--- config.mk ---
export PLATFORM = sky130hd
export DESIGN_NAME = time_set_controller
export DESIGN_NICKNAME = d
export VERILOG_FILES = /design/src/rtl/time_set_controller_pkg.sv /design/src/rtl/time_set_controller_tick_prescaler.sv /design/src/rtl/time_set_controller.sv
export SDC_FILE = /design/constraint.sdc
export NUM_CORES = 1
export LEC_CHECK = 0
export ABC_AREA = 1
export CAP_MARGIN = 20
export CORE_ASPECT_RATIO = 0.8
export CORE_MARGIN = 10
export CORE_UTILIZATION = 59
export DETAILED_ROUTE_END_ITERATION = 10
export PLACE_DENSITY_LB_ADDON = 0.15
export SYNTH_ARGS = -nofsm -noshare
export SYNTH_HDL_FRONTEND = slang
export SYNTH_HIERARCHICAL = 1
export SYNTH_SLANG_ARGS = --single-unit
--- constraint.sdc ---
create_clock -name clk -period 2.4 [get_ports clk]
set_input_delay 0.24 -clock clk [delete_from_list [all_inputs] [get_ports clk]]
set_output_delay 0.24 -clock clk [all_outputs]
set_load 0.1 [all_outputs]
--- src/rtl/time_set_controller_pkg.sv ---
// Shared types and constants for the time-set controller.
// Field wrap helpers keep edit values inside their legal range.
package time_set_controller_pkg;

  typedef enum logic [2:0] {
    ST_RUN,
    ST_SET_HRS,
    ST_SET_MIN,
    ST_SET_SEC,
    ST_COMMIT
  } state_e;

  localparam logic [1:0] FLD_NONE = 2'd0;
  localparam logic [1:0] FLD_HRS  = 2'd1;
  localparam logic [1:0] FLD_MIN  = 2'd2;
  localparam logic [1:0] FLD_SEC  = 2'd3;

  localparam logic [4:0] HRS_MAX = 5'd23;
  localparam logic [5:0] MIN_MAX = 6'd59;
  localparam logic [5:0] SEC_MAX = 6'd59;

  function automatic logic [4:0] step_hrs(
    input logic [4:0] v,
    input logic       inc,
    input logic       dec
  );
    step_hrs = v;
    if (inc && !dec)
      step_hrs = (v == HRS_MAX) ? 5'd0 : v + 5'd1;
    else if (dec && !inc)
      step_hrs = (v == 5'd0) ? HRS_MAX : v - 5'd1;
  endfunction

  function automatic logic [5:0] step_ms(
    input logic [5:0] v,
    input logic [5:0] vmax,
    input logic       inc,
    input logic       dec
  );
    step_ms = v;
    if (inc && !dec)
      step_ms = (v == vmax) ? 6'd0 : v + 6'd1;
    else if (dec && !inc)
      step_ms = (v == 6'd0) ? vmax : v - 6'd1;
  endfunction

endpackage

--- src/rtl/time_set_controller_tick_prescaler.sv ---
// Modulo-N cycle counter; tick flags the cycle whose edge wraps it.
// Clear has priority over enable and suppresses the tick.
module tick_prescaler #(
  parameter int N = 10
) (
  input  logic i_clk,
  input  logic i_rst,
  input  logic i_clr,
  input  logic i_en,
  output logic o_tick
);

  localparam int W = (N > 1) ? $clog2(N) : 1;
  localparam logic [W-1:0] LAST = W'(N - 1);

  logic [W-1:0] r_cnt;

  assign o_tick = i_en && !i_clr && (r_cnt == LAST);

  always_ff @(posedge i_clk or posedge i_rst) begin
    if (i_rst)
      r_cnt <= '0;
    else if (i_clr)
      r_cnt <= '0;
    else if (i_en)
      r_cnt <= (r_cnt == LAST) ? '0 : r_cnt + W'(1);
  end

endmodule

--- src/rtl/time_set_controller.sv ---
// Clock time-set controller: second prescaler plus edit FSM that
// captures, adjusts and loads hours/minutes/seconds.
module time_set_controller
  import time_set_controller_pkg::*;
#(
  parameter int CLKS_PER_SEC = 100000000,
  parameter int BLINK_CYCLES = 25000000
) (
  input  logic       clk,
  input  logic       rst,
  input  logic       enable,
  input  logic [2:0] mode,
  input  logic       btn_set,
  input  logic       btn_inc,
  input  logic       btn_dec,
  input  logic [4:0] cur_hrs,
  input  logic [5:0] cur_min,
  input  logic [5:0] cur_sec,
  output logic       sec_tick,
  output logic       load,
  output logic [4:0] ld_hrs,
  output logic [5:0] ld_min,
  output logic [5:0] ld_sec,
  output logic [1:0] edit_field,
  output logic       blink
);

  state_e     r_state;
  logic [4:0] r_hrs;
  logic [5:0] r_min;
  logic [5:0] r_sec;
  logic       r_sec_tick;
  logic       r_load;
  logic       r_blink;
  logic [1:0] r_field;

  logic       w_active;
  logic       w_in_set;
  logic       w_adj;
  logic       w_sec_wrap;
  logic       w_blink_wrap;
  logic [4:0] w_hrs_nxt;
  logic [5:0] w_min_nxt;
  logic [5:0] w_sec_nxt;

  assign w_active = enable && (mode == 3'd0);
  assign w_in_set = (r_state == ST_SET_HRS) ||
                    (r_state == ST_SET_MIN) ||
                    (r_state == ST_SET_SEC);
  assign w_adj    = btn_inc || btn_dec;

  assign w_hrs_nxt = step_hrs(r_hrs, btn_inc, btn_dec);
  assign w_min_nxt = step_ms(r_min, MIN_MAX, btn_inc, btn_dec);
  assign w_sec_nxt = step_ms(r_sec, SEC_MAX, btn_inc, btn_dec);

  // COMMIT starts the new second at count 0, so it counts as cycle 1.
  tick_prescaler #(.N(CLKS_PER_SEC)) u_sec_pre (
    .i_clk  (clk),
    .i_rst  (rst),
    .i_clr  (w_in_set),
    .i_en   (w_active && !w_in_set),
    .o_tick (w_sec_wrap)
  );

  tick_prescaler #(.N(BLINK_CYCLES)) u_blink_pre (
    .i_clk  (clk),
    .i_rst  (rst),
    .i_clr  (!w_in_set || w_adj),
    .i_en   (w_in_set),
    .o_tick (w_blink_wrap)
  );

  always_ff @(posedge clk or posedge rst) begin
    if (rst) begin
      r_state    <= ST_RUN;
      r_hrs      <= '0;
      r_min      <= '0;
      r_sec      <= '0;
      r_sec_tick <= 1'b0;
      r_load     <= 1'b0;
      r_blink    <= 1'b0;
      r_field    <= FLD_NONE;
    end else begin
      r_load     <= 1'b0;
      r_sec_tick <= 1'b0;
      unique case (r_state)
        ST_RUN: begin
          r_blink <= 1'b0;
          r_field <= FLD_NONE;
          if (w_active && btn_set) begin
            r_state <= ST_SET_HRS;
            r_field <= FLD_HRS;
            r_hrs   <= cur_hrs;
            r_min   <= cur_min;
            r_sec   <= cur_sec;
          end else begin
            r_sec_tick <= w_sec_wrap;
          end
        end
        ST_SET_HRS, ST_SET_MIN, ST_SET_SEC: begin
          if (!w_active) begin
            r_state <= ST_RUN;
            r_field <= FLD_NONE;
            r_blink <= 1'b0;
          end else begin
            if (r_state == ST_SET_HRS) r_hrs <= w_hrs_nxt;
            if (r_state == ST_SET_MIN) r_min <= w_min_nxt;
            if (r_state == ST_SET_SEC) r_sec <= w_sec_nxt;
            if (w_adj)
              r_blink <= 1'b0;
            else if (w_blink_wrap)
              r_blink <= !r_blink;
            if (btn_set) begin
              unique case (r_state)
                ST_SET_HRS: begin
                  r_state <= ST_SET_MIN;
                  r_field <= FLD_MIN;
                end
                ST_SET_MIN: begin
                  r_state <= ST_SET_SEC;
                  r_field <= FLD_SEC;
                end
                default: begin
                  r_state <= ST_COMMIT;
                  r_field <= FLD_NONE;
                  r_load  <= 1'b1;
                  r_blink <= 1'b0;
                end
              endcase
            end
          end
        end
        ST_COMMIT: begin
          r_state <= ST_RUN;
          r_field <= FLD_NONE;
          r_blink <= 1'b0;
        end
        default: begin
          r_state <= ST_RUN;
          r_field <= FLD_NONE;
          r_blink <= 1'b0;
        end
      endcase
    end
  end

  assign sec_tick   = r_sec_tick;
  assign load       = r_load;
  assign ld_hrs     = r_hrs;
  assign ld_min     = r_min;
  assign ld_sec     = r_sec;
  assign edit_field = r_field;
  assign blink      = r_blink;

endmodule

* Yosys cells after proc, flatten, opt, wreduce, memory -nomap -nowiden
Cells that the tools add are included.
** Storage, ports and cells
- Flip-flop bits (word level) :: 77
- Input port bits :: 26
- Output and inout bits :: 22
- Word-level logic and storage cells :: 117
** Operators by class
- $add $sub $neg :: 8
- Eq/ne operators :: 15
- Muxes and demuxes :: 52
- Reduce and logical (&&, ||, !) cells :: 32
** Operators by type and width (number)
- 6-bit 2-to-1 mux :: 14
- 27-bit 2-to-1 mux :: 3
- 25-bit 2-to-1 mux :: 3
- 5-bit 2-to-1 mux :: 7
- 27-bit by 1-bit adder with 27-bit output, second input constant :: 1
- 27-bit equality test, second input constant :: 1
- 25-bit by 1-bit adder with 25-bit output, second input constant :: 1
- 25-bit equality test, second input constant :: 1
- 6-bit one-hot mux with 2 select lines :: 2
- 5-bit AND reduction :: 3
- 1-bit 2-to-1 mux :: 13
- 6-bit by 1-bit adder with 6-bit output, second input constant :: 2
- 6-bit equality test, second input constant :: 2
- 6-bit logical NOT :: 2
- 3-bit one-hot mux with 2 select lines :: 2
- 6-bit by 1-bit subtractor with 6-bit output, second input constant :: 2
- 2-bit inequality test, second input constant :: 5
- 5-bit one-hot mux with 2 select lines :: 1
- 1-bit logical AND :: 9
- 3-bit 2-to-1 mux :: 3
- 2-bit one-hot mux with 2 select lines :: 2
- 3-bit by 2-bit equality test with 1-bit output, second input constant :: 2
- 3-bit logical NOT :: 2
- 3-bit inequality test, second input constant :: 2
- 12 further kinds :: 22

* Longest topological paths before layout
Gate-level depths: netlist of run 1.
- Depth after elaboration :: 14
- Depth in mapped cells :: 13
- Gate-level depth less buffers :: 11

* Modules after synthesis
The synthesis of run 1 kept the hierarchy.
** By module, submodules not included
- time_set_controller :: instances 1, cells each 340, area each 2203.4 um^2
- tick_prescaler at u_sec_pre :: instances 1, cells each 260, area each 1790.5 um^2
- tick_prescaler at u_blink_pre :: instances 1, cells each 219, area each 1606.5 um^2

* Least setup slack after synthesis of run 1
Ideal clock, no wire load.
- Path type :: reg-to-reg
- From :: reg r_min[0] (netlist: ld_min[0])
- To :: reg r_min[1] (netlist: ld_min[1])
- Arrival :: 1982 ps
- Setup slack :: 340 ps
- Stages on the path, launching flop included :: 7
- Clock period less this slack :: 2060 ps
- Cells stage by stage :: dfrtp_1 -> inv_1 -> ha_1 -> xor2_1 -> o21ai_0 -> nand2_1 -> o21ai_1
** Between the ends
- Cells in the longest elaborated chain, start to end :: 7
- Elaborated cells on any way between the ends :: 11
- Classes of those cells :: add/sub (2); eq/ne (1); mux (7); reduce/logical (1)
** RTL lines
- start, declared :: line time_set_controller.sv:30 : logic [5:0] r_min;
- start signal, assigned :: line time_set_controller.sv:94 : r_min <= cur_min;
- start signal, assigned :: line time_set_controller.sv:107 : if (r_state == ST_SET_MIN) r_min <= w_min_nxt;
- 6-bit by 1-bit subtractor with 6-bit output or 6-bit logical NOT (tied branches) :: line time_set_controller_pkg.sv:44 : step_ms = (v == 6'd0) ? vmax : v - 6'd1;
- 6-bit 2-to-1 mux :: line time_set_controller_pkg.sv:44
- 6-bit 2-to-1 mux :: line time_set_controller_pkg.sv:43 : else if (dec && !inc)
- 6-bit 2-to-1 mux * :: line time_set_controller_pkg.sv:41 : if (inc && !dec)
- 6-bit 2-to-1 mux * :: line time_set_controller.sv:107
- 6-bit 2-to-1 mux * :: line time_set_controller.sv:101 : if (!w_active) begin
- 6-bit one-hot mux with 2 select lines * :: line time_set_controller.sv:86 : unique case (r_state)
Mark *: on every way between the ends. The rest lies on a longest branch, timed or not. The select of a mux whose other input is x is not followed.
A chain may end at the register's enable or synchronous reset.

* Worst setup path after layout of run 1
- From :: reg r_state[2]
- To :: reg u_sec_pre.r_cnt[3]
** Between the ends
- Cells in the longest elaborated chain, start to end :: 6
- Elaborated cells on any way between the ends :: 9
- Classes of those cells :: eq/ne (3); mux (1); reduce/logical (5)
** RTL lines
- start, declared :: line time_set_controller.sv:28 : state_e r_state;
- start signal, assigned :: line time_set_controller.sv:75 : r_state <= ST_RUN;
- start signal, assigned :: line time_set_controller.sv:91 : r_state <= ST_SET_HRS;
- start signal, assigned :: line time_set_controller.sv:102 : r_state <= ST_RUN;
- 3-bit by 1-bit equality test with 1-bit output or 3-bit by 2-bit equality test with 1-bit output (tied branches) :: line time_set_controller.sv:47, time_set_controller.sv:48
- 1-bit logical OR :: line time_set_controller.sv:47 : assign w_in_set = (r_state == ST_SET_HRS) ||
- 1-bit logical OR * :: line time_set_controller.sv:48 : (r_state == ST_SET_MIN) ||
- 1-bit logical NOT :: line time_set_controller.sv:61 : .i_en (w_active && !w_in_set),
- 1-bit logical AND :: line time_set_controller.sv:61
- 2-bit nonzero test (no line)
- end signal, assigned :: line time_set_controller_tick_prescaler.sv:26 : r_cnt <= (r_cnt == LAST) ? '0 : r_cnt + W'(1);
- end, declared :: line time_set_controller_tick_prescaler.sv:16 : logic [W-1:0] r_cnt;
Mark *: on every way between the ends. The rest lies on a longest branch, timed or not.

==> results.json, run 1 <==
{
  "outcome": "finished clean",
  "reg2regPathDepth": 7,
  "rsz0062_at_grt": "no",
  "hold_path.class": "input port to asynchronous set/reset pin",
  "yosysUniqueCellTypes": 38,
  "die_x_um": 129,
  "synth_top_cell_area_share_pct": 34.4,
  "gr-total-overflow": 0,
  "area_growth_pct": 14.0,
  "netSwitchingPower_mw": 3.16,
  "hold_ws_ns": 0.381,
  "synth_nets": 857,
  "path_clk_slew_ns": 0.06,
  "setup_viol": 0,
  "critical_path_arrival_ns": 2.29,
  "dpl_worst_slack_ns": 0.150,
  "drive_above_1_share_pct": 11.8,
  "postCtsHoldBufs": 0,
  "ys_top_cells_by_count": "nand2_1, inv_1, nand3_1, nor2_1, dfrtp_1",
  "rrSetupSlack_ns": 0.36,
  "sw_frac_of_total_pct": 50.7,
  "syn_avg_cell_area_sq_um": 6.84,
  "worst_slack_ns": 0.358,
  "layoutNonFillerInstCount": 986,
  "p_int_mw": 3.07,
  "synth-seq-cells": 77,
  "comb_power_share_pct": 51.3,
  "required_ns": 2.64,
  "rows": 31,
  "gp_congestion": 0.955,
  "fmax_mhz": 490,
  "async_reset_ff_share_pct": 100,
  "p_seq_share_pct": 28.3,
  "synth_ff_type": "dfrtp_1",
  "cp_top_family": "simple AND/OR/NAND/NOR gates",
  "max_stage_delay_ns": 0.55,
  "pwr-share-clk_pct": 20.3,
  "register_area_sq_um": 1930,
  "wirelength_mm": 13.9,
  "finClkSkew_ns": 0.00467,
  "multi_input_area_sq_um": 3150,
  "crit_path_cell_trace": "inv_1, o21ai_4, inv_4, nor2_1, nor2_1, inv_1, o22ai_1",
  "yosysTopAreaCell": "dfrtp_1",
  "antenna_left": 0,
  "power.leakage_nw": 2.96,
  "first_global_vias": 5014,
  "criticalPathCategory": "flop to flop",
  "portBuffers": 47,
  "antenna_found_initial": 0,
  "end_kind": "flop",
  "ys_warn_count": 6,
  "drc": 0,
  "ios": 48,
  "hold_viol": 0,
  "vias": 5428,
  "worstReg2RegEnd": "u_sec_pre/r_cnt[3]",
  "synth_area_leaders": "dfrtp_1, nand2_1, nand3_1, inv_1, nor2_1",
  "syn_area_sq_um": 5600,
  "worstSkewPairLatency_ns": 0.33,
  "dpl.cell_count": 970,
  "power_mw": 6.23,
  "grt_max_degree": 28,
  "yosysMostFrequentCell": "nand2_1",
  "syn_inst": 819,
  "drt_iter0_drc": 385,
  "cts_root_buf": "clkbuf_16",
  "first_pass_iters": 5,
  "vias_per_cell": 5.51,
  "placed_area_sq_um": 6100,
  "final_area_sq_um": 6380,
  "cts_tree": "built",
  "period_share_pct": 85.1,
  "dp_hpwl_mm": 10.3,
  "worst_slew_pin_slew_ns": 0.704,
  "critPathMaxFanout": 12,
  "worst_ir_drop_vdd_mv": 0.791,
  "fin_crit_ns": 2.04,
  "cts_max_path_buffers": 2,
  "start_util_pct": 61.2,
  "clock-sinks": 77,
  "cts_resized": 0,
  "diodes": 0,
  "tns_ns": 0,
  "n_fill_cell": 776,
  "wl_per_cell_um": 14.1,
  "grt_util_all_layers_pct": 20.2,
  "power_density_nw_per_um2": 976,
  "fp.coreArea_sq_um": 9150,
  "rr_startpoint": "r_state[2]",
  "dieArea_sq_um": 13800,
  "crit_slowest_cell": "nor2_1",
  "synth_edf_count": 0,
  "fin_nets": 904,
  "dieHeight_um": 107,
  "ys_seq_area_share_pct": 34.4,
  "critPathLaunchType": "flop",
  "cp.buffers_inverters": 3,
  "cts_made_buffers": 9,
  "fin_util_pct": 69.7,
  "slew_headroom_pct": 52.9,
  "grt_pass1_wl_mm": 23.3,
  "postCtsSetupBuffers": 0,
  "cap_violations": 0,
  "cts-htree-levels": 3,
  "maxSlewViolCount": 0
}
## sequential cells by signal, summed over array words and instances (netlist names)
signal / flops
u_sec_pre/r_cnt: 27
u_blink_pre/r_cnt: 25
edit_field: 2
sec_tick: 1
load: 1
ld_min: 6
ld_hrs: 5
ld_sec: 6
blink: 1
r_state: 3
## logic make-up after synthesis
family          share of synthesized area (%)
buf+inv                                  9.29
simple gates                             40.9
compound gates                           8.02
xor+xnor                                 4.69
fa+ha+maj                                2.68
flops                                    34.4
## area by class of cell
type / instances / area share, %
Tap cell: 115 / 2.25
Clock buffer: 13 / 4.08
Multi-Input combinational cell: 618 / 49.4
Sequential cell: 77 / 30.2
Inverter: 103 / 6.10
Clock inverter: 3 / 0.314
Timing Repair Buffer: 57 / 7.68
## power by group through the flow
stage / clock [mW] / combinational [mW] / sequential [mW]
2_1_floorplan: 0 / 1.62 / 2.66
3_3_place_gp: 0 / 3.12 / 1.77
3_5_place_dp: 0 / 3.17 / 1.78
4_1_cts: 1.29 / 3.19 / 1.76
5_1_grt: 1.35 / 3.49 / 1.80
6_report: 1.27 / 3.20 / 1.77
## worst reg2reg max path, stage by stage (launching register included)
cell	delay (ns)
dfrtp_1	0.40
inv_1	0.19
o21ai_4	0.10
inv_4	0.10
nor2_1	0.07
nor2_1	0.55
inv_1	0.31
o22ai_1	0.24
## cells in the final DEF, fill, tap and decap left out, drive strengths merged, types with 9 or more instances in the layout
| cell type | n |
|---|---|
| dfrtp | 77 |
| clkbuf | 13 |
| xor2 | 28 |
| clkdlybuf4s50 | 25 |
| a21oi | 20 |
| nand3 | 90 |
| ha | 12 |
| inv | 102 |
| o22ai | 11 |
| o21ai | 42 |
| buf | 32 |
| or2 | 9 |
| nor2 | 98 |
| nand4 | 16 |
| nand2 | 273 |
## routing by layer
metal  vias to the layer above  part of all wire, %  track usage [%]
met5                         -                    0                0
met3                        19                  5.7             4.58
met1                      2549                   45             26.2
li1                       2687                    -                -
met4                         0                  1.2             5.92
met2                       173                   48             33.2
## worst max-delay path by stage
| stage | start | end | slack (ns) | cells after the start |
|---|---|---|---|---|
| finish | r_state[2] | u_sec_pre/r_cnt[3] | 0.36 | 7 |
| global placement | mode[2] | u_sec_pre/r_cnt[3] | 0.20 | 7 |
| detailed placement | mode[1] | u_sec_pre/r_cnt[3] | 0.15 | 7 |
| global route | r_state[2] | u_sec_pre/r_cnt[3] | 0.10 | 7 |
| CTS | r_state[2] | u_sec_pre/r_cnt[3] | 0.37 | 7 |
| floorplan | ld_min[0] | ld_min[1] | 0.34 | 6 |
(Power assumes the default switching activity.)
==> run 2, diff against run 1 <==
REMOVE_ABC_BUFFERS = 1   (was unset)
==> results.json, run 2 (same netlist as run 1, synthesis figures left out) <==
{
  "dieArea_sq_um": 13800,
  "n_fill_cell": 737,
  "max_stage_delay_ns": 0.41,
  "criticalPathCategory": "flop to flop",
  "cp.buffers_inverters": 3,
  "die_x_um": 129,
  "fin_crit_ns": 1.89,
  "final_common_cell": "nand2_1",
  "cts_max_path_buffers": 2,
  "placed_area_sq_um": 6100,
  "worst_ir_drop_vdd_mv": 0.951,
  "crit_slowest_cell": "dfrtp_1",
  "largest_register": "u_sec_pre/r_cnt",
  "hold_viol": 0,
  "drive_above_1_share_pct": 12.0,
  "fp.coreArea_sq_um": 9150,
  "drt_iter0_drc": 467,
  "critical_path_arrival_ns": 2.16,
  "antenna_found_initial": 0,
  "ios": 48,
  "clock-sinks": 77,
  "dieHeight_um": 107,
  "reg2regPathDepth": 8,
  "maxSlewViolCount": 0,
  "cp_num_cells": 8,
  "fmax_mhz": 528,
  "multi_input_area_sq_um": 3150,
  "power_mw": 6.41,
  "critPathMaxFanout": 16,
  "first_pass_iters": 5,
  "postCtsSetupBuffers": 0,
  "cts_root_buf": "clkbuf_16",
  "wl_per_cell_um": 13.5,
  "tns_ns": 0,
  "hold_path.class": "input port to asynchronous set/reset pin",
  "power_density_nw_per_um2": 998,
  "layoutNonFillerInstCount": 985,
  "outcome": "finished clean",
  "vias": 5337,
  "p_int_mw": 3.26,
  "diodes": 0,
  "portBuffers": 47,
  "grt_pass1_wl_mm": 22.9,
  "area_growth_pct": 14.7,
  "gr-total-overflow": 0,
  "final_area_sq_um": 6420,
  "end_kind": "flop",
  "antenna_left": 0,
  "worst_slew_pin_slew_ns": 0.485,
  "rsz0062_at_grt": "no",
  "cts_resized": 0,
  "start_util_pct": 61.2,
  "largest_registers": "u_sec_pre/r_cnt x27, u_blink_pre/r_cnt x25",
  "wirelength_mm": 13.3,
  "power.leakage_nw": 2.98,
  "rr_startpoint": "r_state[2]",
  "finClkSkew_ns": 0.00982,
  "gp_congestion": 0.919,
  "netSwitchingPower_mw": 3.15,
  "grt_use_met1_pct": 26.3,
  "drc": 0,
  "required_ns": 2.66,
  "path_clk_slew_ns": 0.06,
  "use_met3_pct": 4.97,
  "worstSkewPairLatency_ns": 0.34,
  "worstSetupStartpoint": "r_state[2]",
  "comb_power_share_pct": 49.6,
  "vias_per_cell": 5.42,
  "grt_util_all_layers_pct": 19.8,
  "dpl.cell_count": 969,
  "cts-htree-levels": 3,
  "dp_hpwl_mm": 9.72,
  "fin_nets": 903,
  "critPathLaunchType": "flop",
  "rows": 31,
  "sw_frac_of_total_pct": 49.2,
  "grt_max_degree": 28,
  "timing.critical_path.mode_cell": "nor2_1",
  "p_seq_share_pct": 27.4,
  "cts_made_buffers": 9,
  "grt_busiest_layer": "met2",
  "cap_violations": 0,
  "slew_headroom_pct": 67.7,
  "setup_viol": 0,
  "final_cell_mix": "nand2_1, inv_1, nand3_1, nor2_1, dfrtp_1",
  "met2_usage_pct": 31.0,
  "first_global_vias": 5011,
  "pwr-share-clk_pct": 23.0,
  "crit_path_cell_trace": "inv_1, o21ai_4, inv_4, nor2_1, nor2_1, buf_4, nand2_1, a21oi_1",
  "postCtsHoldBufs": 0,
  "period_share_pct": 79.0,
  "cts_tree": "built",
  "cp_top_family": "buffers and inverters",
  "register_area_sq_um": 1930,
  "largest_reg_flops": 27
}
## run 2: cell count changes in the layout (fill, tap and decap cells not counted)
cell,previous run,this run
clkinv_2,1,2
buf_4,32,31
bufinv_16,0,2
clkbuf_1,2,0
clkinv_4,0,1
clkbuf_8,2,1
clkinvlp_4,2,1
## run 2: final timing paths
check	endpoint	slack, ns
setup / recovery	u_sec_pre/r_cnt[20]	0.51
hold / removal	ld_sec[5]	0.29
setup reg to reg	u_sec_pre/r_cnt[20]	0.51
hold reg to reg	u_blink_pre/r_cnt[17]	0.52
max in group asynchronous	ld_hrs[2]	1.54
min in group clk	u_blink_pre/r_cnt[17]	0.52
## run 2: through the flow
stage,util (%),setup slack [ns],hold WS (ns)
after floorplan,-,0.166,0.267
after global placement,66.6,0.377,0.490
after detailed placement,66.6,0.296,0.503
after CTS,70.1,0.499,0.303
after global routing,70.1,0.257,0.327
final,70.1,0.505,0.290
## run 2: final cells by class
type / count / area share [%]
Sequential cell: 77 / 30.0
Clock buffer: 10 / 3.72
Timing Repair Buffer: 56 / 7.52
Clock inverter: 6 / 1.34
Tap cell: 115 / 2.24
Inverter: 103 / 6.06
Multi-Input combinational cell: 618 / 49.1
## run 2: metal layers
layer / vias to the layer above / wire length [um]
li1: 2690 / -
met5: - / 0
met3: 24 / 807
met1: 2456 / 6130
met2: 167 / 6200
met4: 0 / 206
## run 2: power groups by stage
stage / Combinational (mW) / Clock, mW / Sequential (mW)
3_3_place_gp: 3.11 / 0 / 1.76
6_report: 3.18 / 1.47 / 1.76
4_1_cts: 3.18 / 1.50 / 1.75
2_1_floorplan: 1.46 / 0 / 2.72
3_5_place_dp: 3.16 / 0 / 1.77
5_1_grt: 3.46 / 1.56 / 1.79
==> run 3, diff against run 2 <==
clock period = 1.85 ns   (was 2.4 ns; I/O delays follow)
==> results.json, run 3 (same netlist as run 1, synthesis figures left out) <==
{
  "hold_path.class": "input port to asynchronous set/reset pin",
  "setup_viol": 0,
  "p_int_mw": 4.66,
  "rows": 31,
  "first_pass_iters": 6,
  "max_stage_delay_ns": 0.43,
  "largest_register": "u_sec_pre/r_cnt",
  "grt_util_all_layers_pct": 20.2,
  "area_growth_pct": 19.1,
  "p_seq_share_pct": 25.9,
  "final_cell_mix": "nand2_1, inv_1, nand3_1, nor2_1, dfrtp_1",
  "outcome": "finished clean",
  "power_density_nw_per_um2": 1330,
  "largest_reg_flops": 27,
  "dieHeight_um": 107,
  "cts-htree-levels": 3,
  "wl_per_cell_um": 14.2,
  "drive_above_1_share_pct": 13.6,
  "vias": 5535,
  "cp.buffers_inverters": 1,
  "pwr-share-clk_pct": 24.6,
  "ios": 48,
  "gp_congestion": 0.884,
  "netSwitchingPower_mw": 4.23,
  "final_common_cell": "nand2_1",
  "critPathMaxFanout": 11,
  "path_clk_slew_ns": 0.07,
  "cap_violations": 0,
  "worst_ir_drop_vdd_mv": 1.50,
  "grt_pass1_wl_mm": 23.2,
  "maxSlewViolCount": 0,
  "critical_path_arrival_ns": 1.88,
  "fmax_mhz": 594,
  "placed_area_sq_um": 6270,
  "portBuffers": 47,
  "start_util_pct": 61.2,
  "layoutNonFillerInstCount": 997,
  "wirelength_mm": 14.2,
  "finClkSkew_ns": 0.00701,
  "end_kind": "flop",
  "grt_max_degree": 28,
  "dp_hpwl_mm": 10.2,
  "period_share_pct": 91.0,
  "required_ns": 2.05,
  "power.leakage_nw": 3.08,
  "antenna_left": 0,
  "sw_frac_of_total_pct": 47.6,
  "final_area_sq_um": 6670,
  "diodes": 0,
  "gr-total-overflow": 0,
  "postCtsHoldBufs": 0,
  "fp.coreArea_sq_um": 9150,
  "antenna_found_initial": 0,
  "drc": 0,
  "cts_made_buffers": 9,
  "slew_headroom_pct": 71.2,
  "comb_power_share_pct": 49.5,
  "criticalPathCategory": "flop to flop",
  "cp_top_family": "simple AND/OR/NAND/NOR gates",
  "die_x_um": 129,
  "crit_path_cell_trace": "ha_4, nand3_2, nor2_2, inv_1, nor2_1, nand2_1, nand2_1, o22ai_1",
  "critPathLaunchType": "flop",
  "vias_per_cell": 5.55,
  "cts_resized": 0,
  "largest_registers": "u_sec_pre/r_cnt x27, u_blink_pre/r_cnt x25",
  "timing.critical_path.mode_cell": "nand2_1",
  "cts_max_path_buffers": 2,
  "clock-sinks": 77,
  "cts_root_buf": "clkbuf_16",
  "worstSkewPairLatency_ns": 0.34,
  "hold_viol": 0,
  "drt_iter0_drc": 550,
  "postCtsSetupBuffers": 0,
  "fin_nets": 915,
  "dpl.cell_count": 981,
  "fin_crit_ns": 1.68,
  "cts_tree": "built",
  "crit_slowest_cell": "dfrtp_1",
  "first_global_vias": 5118,
  "dieArea_sq_um": 13800,
  "worst_slew_pin_slew_ns": 0.431
}
==> run 3: cell count changes in the layout (fill, tap and decap cells not counted), moves of 2 or more <==
cell	before	now
buf_12	0	7
buf_4	31	36
bufinv_16	2	4
clkinv_2	2	0
==> run 3: worst reg2reg max path: stages (launching register included) <==
cell and delay (ns):
dfrtp_1 0.43, ha_4 0.17, nand3_2 0.11, nor2_2 0.12
inv_1 0.04, nor2_1 0.09, nand2_1 0.10, nand2_1 0.32
o22ai_1 0.16
==> run 3: final timing paths <==
kind | startpoint | to | slack [ns] | depth (start not counted)
setup / recovery | u_blink_pre/r_cnt[0] | u_blink_pre/r_cnt[10] | 0.17 | 8
max in group asynchronous | rst | r_state[0] | 1.03 | 3
hold / removal | rst | ld_sec[4] | 0.24 | 2
hold reg to reg | u_blink_pre/r_cnt[24] | u_blink_pre/r_cnt[24] | 0.52 | 2
setup reg to reg | u_blink_pre/r_cnt[0] | u_blink_pre/r_cnt[10] | 0.17 | 8
min in group clk | cur_hrs[0] | ld_hrs[0] | 0.48 | 5
==> run 3: per-stage QoR <==
stage                     utilization (%)  TNS [ns]  worst slack (ns)  hold slack, ns  power [mW]
after floorplan                         -    -10.06            -0.384           0.212        5.42
after global placement               68.5         0            0.0537           0.488        6.56
after detailed placement             68.5    -0.498           -0.0660           0.499        6.65
after CTS                            72.6         0             0.115           0.241        8.88
after global routing                 72.8  -0.00173          -0.00173           0.281        9.37
final                                72.8         0             0.166           0.238        8.89
==> run 3: cell type report <==
class                      count  area, sq um
multi-input combinational    618         3180
inverter                     103          389
tap                          115          144
sequential                    77         1930
timing repair buffer          68          661
clock buffer                   9          225
fill                         731         2490
clock inverter                 7          145
==> run 3: power groups by stage <==
stage / clock (mW) / combinational, mW / sequential, mW
global placement: 0 / 4.26 / 2.30
floorplan: 0 / 1.89 / 3.53
global route: 2.30 / 4.74 / 2.34
CTS: 2.22 / 4.37 / 2.29
detailed placement: 0 / 4.33 / 2.32
finish: 2.19 / 4.40 / 2.30
==> run 3: metal layers <==
layer  up-vias  GRT usage, %  routed length (um)  part of all wire [%]
met2       209          33.6                6910                    49
met5         -             0                   0                     0
met3        18          5.07                 890                   6.3
li1       2706             -                   -                     -
met1      2602          25.5                6220                    44
met4         0          5.92                 155                   1.1
